**src/rtl/sm_run_ctrl_pkg.sv**
```systemverilog
// Shared types and default widths for the schoolMIPS run/step/scan controller.
package sm_run_ctrl_pkg;

  typedef enum logic [2:0] {IDLE, RUN, STEP, SCAN} state_t;
  typedef enum logic {PH_A, PH_B} phase_t;

  localparam int DEF_DIV_W  = 4;
  localparam int DEF_ADDR_W = 4;
  localparam int DEF_DATA_W = 32;
  localparam int DEF_STEP_W = 8;

endpackage

```
**src/rtl/sm_ce_div.sv**
```systemverilog
// Programmable clock-enable divider: registered pulse each time cnt reaches i_div.
module sm_ce_div
  import sm_run_ctrl_pkg::*;
#(
  parameter int DIV_W = DEF_DIV_W
) (
  input  logic             clk,
  input  logic             rst_n,
  input  logic             i_clr,
  input  logic [DIV_W-1:0] i_div,
  output logic             o_fire,
  output logic             o_ce
);

  logic [DIV_W-1:0] r_cnt;
  logic             r_ce;

  // >= lets a lowered divide value take effect without wrapping the counter
  assign o_fire = !i_clr && (r_cnt >= i_div);
  assign o_ce   = r_ce;

  always_ff @(posedge clk or negedge rst_n) begin
    if (!rst_n) begin
      r_cnt <= '0;
      r_ce  <= 1'b0;
    end else if (i_clr) begin
      r_cnt <= '0;
      r_ce  <= 1'b0;
    end else if (o_fire) begin
      r_cnt <= '0;
      r_ce  <= 1'b1;
    end else begin
      r_cnt <= r_cnt + DIV_W'(1);
      r_ce  <= 1'b0;
    end
  end

endmodule

```
**src/rtl/sm_run_ctrl.sv**
```systemverilog
// Run/step/scan controller for schoolMIPS: core clock-enable, step bursts, register scan-out.
// Optional breakpoint-to-scan in RUN when SM_RUN_CTRL_BREAKPOINT_EN is defined.
//
// state | meaning
// IDLE  | core stopped, reg_addr follows dbg_addr
// RUN   | core_ce free-running at the divided rate
// STEP  | core_ce issued until the step count is exhausted
// SCAN  | two cycles per register, streaming snapshots out
module sm_run_ctrl
  import sm_run_ctrl_pkg::*;
#(
  parameter int DIV_W  = DEF_DIV_W,
  parameter int ADDR_W = DEF_ADDR_W,
  parameter int DATA_W = DEF_DATA_W,
  parameter int STEP_W = DEF_STEP_W
) (
  input  logic              clk,
  input  logic              rst_n,
  input  logic              i_run_req,
  input  logic              i_halt_req,
  input  logic              i_step_req,
  input  logic [STEP_W-1:0] i_step_num,
  input  logic [DIV_W-1:0]  i_clk_devide,
  input  logic [ADDR_W-1:0] i_dbg_addr,
  output logic              o_core_ce,
  output logic [ADDR_W-1:0] o_reg_addr,
  input  logic [DATA_W-1:0] i_reg_data,
  output logic              o_snap_valid,
  output logic [ADDR_W-1:0] o_snap_addr,
  output logic [DATA_W-1:0] o_snap_data,
  output logic              o_busy,
`ifdef SM_RUN_CTRL_BREAKPOINT_EN
  input  logic [31:0]       i_pc,
  input  logic [31:0]       i_bp_addr,
  input  logic [0:0]        i_bp_en,
  output logic              o_bp_hit,
`endif
  output logic              o_done
);

  state_t            r_state;
  phase_t            r_phase;
  logic [STEP_W-1:0] r_stepcnt;
  logic [ADDR_W-1:0] r_idx;
  logic              r_busy;
  logic              r_snap_valid;
  logic [ADDR_W-1:0] r_snap_addr;
  logic [DATA_W-1:0] r_snap_data;
  logic              r_done;

  logic w_active;
  logic w_div_clr;
  logic w_fire;
  logic w_bp_match;

`ifdef SM_RUN_CTRL_BREAKPOINT_EN
  logic r_bp_hit;
  assign w_bp_match = i_bp_en[0] && (i_pc == i_bp_addr);
  assign o_bp_hit   = r_bp_hit;
`else
  assign w_bp_match = 1'b0;
`endif

  assign w_active = (r_state == RUN) || (r_state == STEP);
  // A halt in RUN suppresses the pulse on the same edge; in STEP the final pulse still goes out
  assign w_div_clr = !w_active || ((r_state == RUN) && i_halt_req);

  sm_ce_div #(.DIV_W(DIV_W)) u_ce_div (
    .clk    (clk),
    .rst_n  (rst_n),
    .i_clr  (w_div_clr),
    .i_div  (i_clk_devide),
    .o_fire (w_fire),
    .o_ce   (o_core_ce)
  );

  assign o_reg_addr   = (r_state == SCAN) ? r_idx : i_dbg_addr;
  assign o_busy       = r_busy;
  assign o_snap_valid = r_snap_valid;
  assign o_snap_addr  = r_snap_addr;
  assign o_snap_data  = r_snap_data;
  assign o_done       = r_done;

  always_ff @(posedge clk or negedge rst_n) begin
    if (!rst_n) begin
      r_state      <= IDLE;
      r_phase      <= PH_A;
      r_stepcnt    <= '0;
      r_idx        <= '0;
      r_busy       <= 1'b0;
      r_snap_valid <= 1'b0;
      r_snap_addr  <= '0;
      r_snap_data  <= '0;
      r_done       <= 1'b0;
`ifdef SM_RUN_CTRL_BREAKPOINT_EN
      r_bp_hit     <= 1'b0;
`endif
    end else begin
      r_snap_valid <= 1'b0;
      r_done       <= 1'b0;
`ifdef SM_RUN_CTRL_BREAKPOINT_EN
      r_bp_hit     <= 1'b0;
`endif
      if (r_state != SCAN) begin
        r_idx   <= '0;
        r_phase <= PH_A;
      end
      case (r_state)
        IDLE: begin
          if (i_run_req) begin
            r_state <= RUN;
            r_busy  <= 1'b1;
          end else if (i_step_req) begin
            r_state   <= STEP;
            r_busy    <= 1'b1;
            r_stepcnt <= (i_step_num == '0) ? STEP_W'(1) : i_step_num;
          end
        end
        RUN: begin
          if (i_halt_req) begin
            r_state <= IDLE;
            r_busy  <= 1'b0;
          end else if (w_fire && w_bp_match) begin
            r_state  <= SCAN;
`ifdef SM_RUN_CTRL_BREAKPOINT_EN
            r_bp_hit <= 1'b1;
`endif
          end
        end
        STEP: begin
          if (w_fire) r_stepcnt <= r_stepcnt - STEP_W'(1);
          if (i_halt_req) begin
            r_state <= IDLE;
            r_busy  <= 1'b0;
          end else if (w_fire && (r_stepcnt == STEP_W'(1))) begin
            r_state <= SCAN;
          end
        end
        SCAN: begin
          if (i_halt_req) begin
            r_state <= IDLE;
            r_busy  <= 1'b0;
          end else if (r_phase == PH_A) begin
            r_phase <= PH_B;
          end else begin
            r_snap_data  <= i_reg_data;
            r_snap_addr  <= r_idx;
            r_snap_valid <= 1'b1;
            if (r_idx == '1) begin
              r_done  <= 1'b1;
              r_state <= IDLE;
              r_busy  <= 1'b0;
            end else begin
              r_idx   <= r_idx + ADDR_W'(1);
              r_phase <= PH_A;
            end
          end
        end
        default: begin
          r_state <= IDLE;
          r_busy  <= 1'b0;
        end
      endcase
    end
  end

endmodule

```
**config.mk**
```make
export PLATFORM = sky130hd
export DESIGN_NAME = sm_run_ctrl
export DESIGN_NICKNAME = d
export VERILOG_FILES = /design/src/rtl/sm_run_ctrl_pkg.sv /design/src/rtl/sm_ce_div.sv /design/src/rtl/sm_run_ctrl.sv
export SDC_FILE = /design/constraint.sdc
export NUM_CORES = 1
export LEC_CHECK = 0
export ABC_AREA = 1
export CAP_MARGIN = 0
export CELL_PAD_IN_SITES_DETAIL_PLACEMENT = 0
export CELL_PAD_IN_SITES_GLOBAL_PLACEMENT = 2
export CORE_ASPECT_RATIO = 1.4
export CORE_MARGIN = 1.5
export CORE_UTILIZATION = 24
export CTS_BUF_LIST = sky130_fd_sc_hd__clkbuf_8
export CTS_CLUSTER_SIZE = 30
export DETAILED_ROUTE_END_ITERATION = 6
export PLACE_DENSITY = 0.88
export SETUP_SLACK_MARGIN = 0.15
export SLEW_MARGIN = 20
export SYNTH_ARGS = -nofsm -noshare
export SYNTH_HDL_FRONTEND = slang
export SYNTH_SLANG_ARGS = --single-unit
```
**constraint.sdc**
```tcl
create_clock -name clk -period 1.6 [get_ports clk]
set_input_delay 0.32 -clock clk [delete_from_list [all_inputs] [get_ports clk]]
set_output_delay 0.32 -clock clk [all_outputs]
set_load 0.02 [all_outputs]
```
== Word-level counts from Yosys, hierarchy flattened ==
Cells that the tools add are included.

* Logic and storage cells: 89
* Output and inout bits: 44
* Register bits after elaboration: 60
* Input port bits: 53

* Reductions and logical operators: 15
* Equality and inequality tests: 15
* $lt $le $gt $ge: 1
* Muxes and demuxes: 43
* Bitwise logic cells: 1
* $add $sub $neg: 3

{| class="wikitable"
|+ Operators with widths
! kind !! number
|-
| $mux 4 || 8
|-
| $mux 8 || 4
|-
| $mux 3 || 8
|-
| $mux 1 || 20
|-
| $pmux 8 s2 || 1
|-
| $pmux 3 s4 || 1
|-
| $ne 3x2->1 const B || 3
|-
| $add 4x1->4 const B || 2
|-
| $eq 8x1->1 const B || 1
|-
| $logic_not 8->1 || 1
|-
| $ne 2x2->1 const B || 4
|-
| $reduce_and 4->1 || 2
|-
| $sub 8x1->8 const B || 1
|-
| $eq 3x2->1 const B || 2
|-
| $ne 3x3->1 const B || 2
|-
| $reduce_and 5->1 || 1
|-
| $eq 4x4->1 const B || 1
|-
| $ge 4x4->1 || 1
|-
| $eq 3x1->1 const B || 1
|-
| $logic_and 1x1->1 || 3
|-
| $logic_not 3->1 || 1
|-
| $pmux 1 s3 || 1
|-
| $reduce_and 3->1 || 1
|-
| $logic_not 1->1 || 2
|-
| 5 further kinds || 6
|}

== Depth between registers and ports, before layout ==
Gate-level depths: netlist of run 1.

* Word-level depth: 10
* Depth in mapped cells: 13
* Gate-level depth less buffers: 12

== Hierarchy ==
From an unflattened synthesis of run 1, not the netlist that was laid out.

* Cells, all modules: 365
* Area, all modules: 2891.5 um2

{| class="wikitable"
|+ Modules (own cells, without submodules)
! module !! area each (um2) !! cells an instance !! seq. area each (um2) !! times used
|-
| sm_run_ctrl || 2572.5 || 327 || 1351.3 || 1
|-
| sm_ce_div || 319.1 || 38 || 125.1 || 1
|}

== Worst setup path after synthesis of run 1 ==
Ideal clock, no wire load.

* Path type: register to output
* Start point: register r_state[0]
* End point: output o_reg_addr[2]
* Cell stages (with the launch flop): 4
* Required time: 1.280 ns
* Setup slack: 0.044 ns
* Buffers on the path: 0
* Arrival time: 1.236 ns
* Cell sequence: dfrtp_1 > ha_1 > inv_2 > o21ai_0

* Longest elaborated chain between the ends: 2

{| class="wikitable"
|+ Ends and longest elaborated chain
! item !! line !! RTL
|-
| from (decl) || sm_run_ctrl.sv:41 || <nowiki>state_t r_state;</nowiki>
|-
| from (signal assigned) || sm_run_ctrl.sv:86 || <nowiki>r_state <= IDLE;</nowiki>
|-
| from (signal assigned) || sm_run_ctrl.sv:111 || <nowiki>r_state <= RUN;</nowiki>
|-
| from (signal assigned) || sm_run_ctrl.sv:114 || <nowiki>r_state <= STEP;</nowiki>
|-
| $eq 3x2->1 || sm_run_ctrl.sv:77 || <nowiki>assign o_reg_addr = (r_state == SCAN) ? r_idx : i_dbg_addr;</nowiki>
|-
| $mux 4 || sm_run_ctrl.sv:77 ||
|-
| to (decl) || sm_run_ctrl.sv:26 || <nowiki>output logic [ADDR_W-1:0] o_reg_addr,</nowiki>
|}

No other way between the ends.

== Worst setup path in the final report of run 1 ==
Ends and elaborated chain as after synthesis.

==> flow_summary.toml, run 1 <==
[timing]
setup_violations = 1
finalHoldViolCount = 0
setup_ws_ns = -0.00994
finalCritPeriodShare_pct = 101
max_freq_ghz = 0.621
slew_headroom_pct = 78.1
finalSetupTns_ns = -0.00994
grt_setup_unrepaired = "true"
hold_ws_ns = 0.465
post-route-min-period_ns = 1.61
drv_slew = 0
tightestPinTransition_ns = 0.329
clock_skew_ns = 0.00571

[final_layout]
finalNetCount = 562
layout_commonest_cell = "nand2_1"
drive_gt1_share_pct = 21.7
layout.cells.non_filler = 649
syn2layout_area_growth_pct = 65.0
n_antenna_cell = 0
layout.cells.most_common_list = "nand2_1, dfrtp_1, clkdlybuf4s50_1"
n_fill_cell = 1215
fin_area_sq_mm = 0.00488

[worst_setup_path]
start_kind = "register"
end_kind = "output port"
slowest_stage = "dfrtp_1"
cpPeakStageDelay_ns = 0.42
crit_buf_inv = 2
path_cells = "ha_4 -> inv_6 -> nand2_2 -> o21ai_1 -> buf_4"
crit_type = "reg -> out"
critical_path.top_delay_family = "flip-flops"
path_max_fanout = 6
reg2reg_slack_ns = 0.02
worstPathRequired_ns = 1.28
crit_arrival_ns = 1.29

[logic_synthesis]
yosys-top-cells-area = "dfrtp_1, nand2_1, ha_1"
syn-instance-count = 361
ys_seq_elements = 59
seq_area_frac_synth_pct = 49.9
synth_fp_nets = 426
netlist_area_sq_mm = 0.00296
yosysWarnings = 0
synth_area_leader_cell = "dfrtp_1"
synth_top_area_share_pct = 49.9
avgSynthCellArea_sq_um = 8.19
ys_types = 33

[clock_tree]
cts.sinks = 59
h-tree-depth = 3
path_clk_slew_ns = 0.07
cts_buffer_depth = 2
clk-insertion-delay-late_ns = 0.33
cts_tree = "yes"
cts-buffers-inserted = 9
cts_root_buffer = "clkbuf_8"

[status]
status = "finished, violations left"
failed_checks = "negative setup slack"

[placement]
dp_cells = 615
gp_congestion = 0.786
io_buffers = 96
dpl_cell_area_sq_mm = 0.00423
place_hpwl_um = 5520

[pwr]
powerDensity_mw_per_mm2 = 1530
p_leak_uw = 0.00255
vdd_drop_max_v = 0.000593

[run]
max-cap-violations = 0

[floorplanning]
die-area_sq_mm = 0.0130
coreArea_sq_mm = 0.0119
die_height_um = 134
die-width_um = 96.8
initial_utilization_pct = 24.8
io_pins = 97
rows = 47

[routing]
drt_wl_total_um = 8600
vias_per_cell = 4.30
drcViolationCount = 0
first_pass_iters = 4
ant_nets = 0
wire_per_inst_um = 13.2
first_iter_violations = 87
vias = 2793

[global_routing]
antenna_found_initial = 0
grt_use_total_pct = 12.3
grt_max_degree = 60
grt_pass1_vias = 2764
gr-total-overflow = 0
grt_first_pass_wirelength_um = 13000

[worst_hold_path]
hp-class = "reg -> reg"
cell families after synthesis:
family | Yosys count | synth area share (%)
and+or+nand+nor | 215 | 30.5
DFF | 59 | 49.9
buffers and inverters | 42 | 6.69
AOI/OAI and AO/OA | 28 | 6.31
adders and majority gates | 12 | 5.08
xor gates and xnor gates | 4 | 1.19
muxes | 1 | 0.339
synthesized netlist by cell type (all sizes together):
library cell and instances:
nand3b 1, nor2b 1, a211oi 2, xor2 3, inv 32, nand3 20, buf 10, dfrtp 59
nor2 19, ha 12, a21boi 1, and3 1, o211a 1, o22ai 2, o21ai 16, xnor2 1
nand2 168, a31oi 1, mux2i 1, a21oi 4, nand4 3, a2bb2oi 1, or2 1, nor3 1
state kept, by name (all words and copies together) (netlist names):
register	cells
o_snap_data	32
o_snap_valid	1
r_idx	4
u_ce_div.r_cnt	4
r_phase	1
o_snap_addr	4
r_state	2
o_busy	1
o_done	1
u_ce_div.o_ce	1
r_stepcnt	8
worst paths after layout:
path,from,to,cells past startpoint
max,r_state[0],o_reg_addr[2],5
min in group asynchronous,rst_n,u_ce_div.o_ce,3
min,o_snap_data[28],o_snap_data[28],2
min reg2reg,o_snap_data[28],o_snap_data[28],2
max reg2reg,r_state[0],r_stepcnt[2],10
max in group asynchronous,rst_n,o_snap_data[5],3
report_power, final:
group          internal (uW)  switching [uW]
Sequential              1990             331
Clock                   1070             592
Combinational           1490            2010
Total                   4550            2930
repair_timing:
action,in CTS,in global routing
gates cloned,1,7
pin swaps,14,10
hold buffers,1,0
setup buffers,6,3
setup endpoints to repair,96,53
gates resized for setup,100,27
endpoints found under the hold margin,51,0
routing by layer:
metal	share of wire (%)	wire, um	global-route usage [%]	up-vias
li1	-	-	-	1400
met1	42	3610	14.7	1288
met2	51	4390	20.9	91
met3	4.7	408	3.18	14
met4	2.2	187	5.31	0
met5	0	0	0	-
stage by stage:
step	setup slack, ns	util [%]	total power [uW]
global route	-0.0882	40.9	8010
finish	-0.00994	40.9	7480
CTS	-0.0487	38.9	7450
global placement	-0.369	35.4	5530
floorplan	0.0712	-	4180
detailed placement	-0.425	35.4	5590
worst register-to-register path, delay by kind of cell (launching register included):
kind,cells,cell delay [ns]
AO/OA/AOI/OAI,2,0.27
AND/OR/NAND/NOR,4,0.38
flip-flops,1,0.42
adder cells (fa/ha/maj),1,0.14
buffers and inverters,3,0.26
area by class of cell:
| type | count | area (sq um) | share of cell area [%] |
|---|---|---|---|
| clock buffer | 10 | 138 | 2.82 |
| clock inverter | 6 | 104 | 2.13 |
| inverter | 32 | 140 | 2.87 |
| multi-input combinational | 261 | 1480 | 30.4 |
| sequential | 59 | 1480 | 30.3 |
| tap | 147 | 184 | 3.77 |
| timing repair buffer | 134 | 1360 | 27.8 |
(Power assumes the default switching activity.)
==> run 2: changes to the inputs <==
ABC_CLOCK_PERIOD_IN_PS = 1600   (was default)
CAP_MARGIN = 15   (was 0)
==> results of run 2 <==
The final DEF is identical to that of run 1; final timing and power are the same.
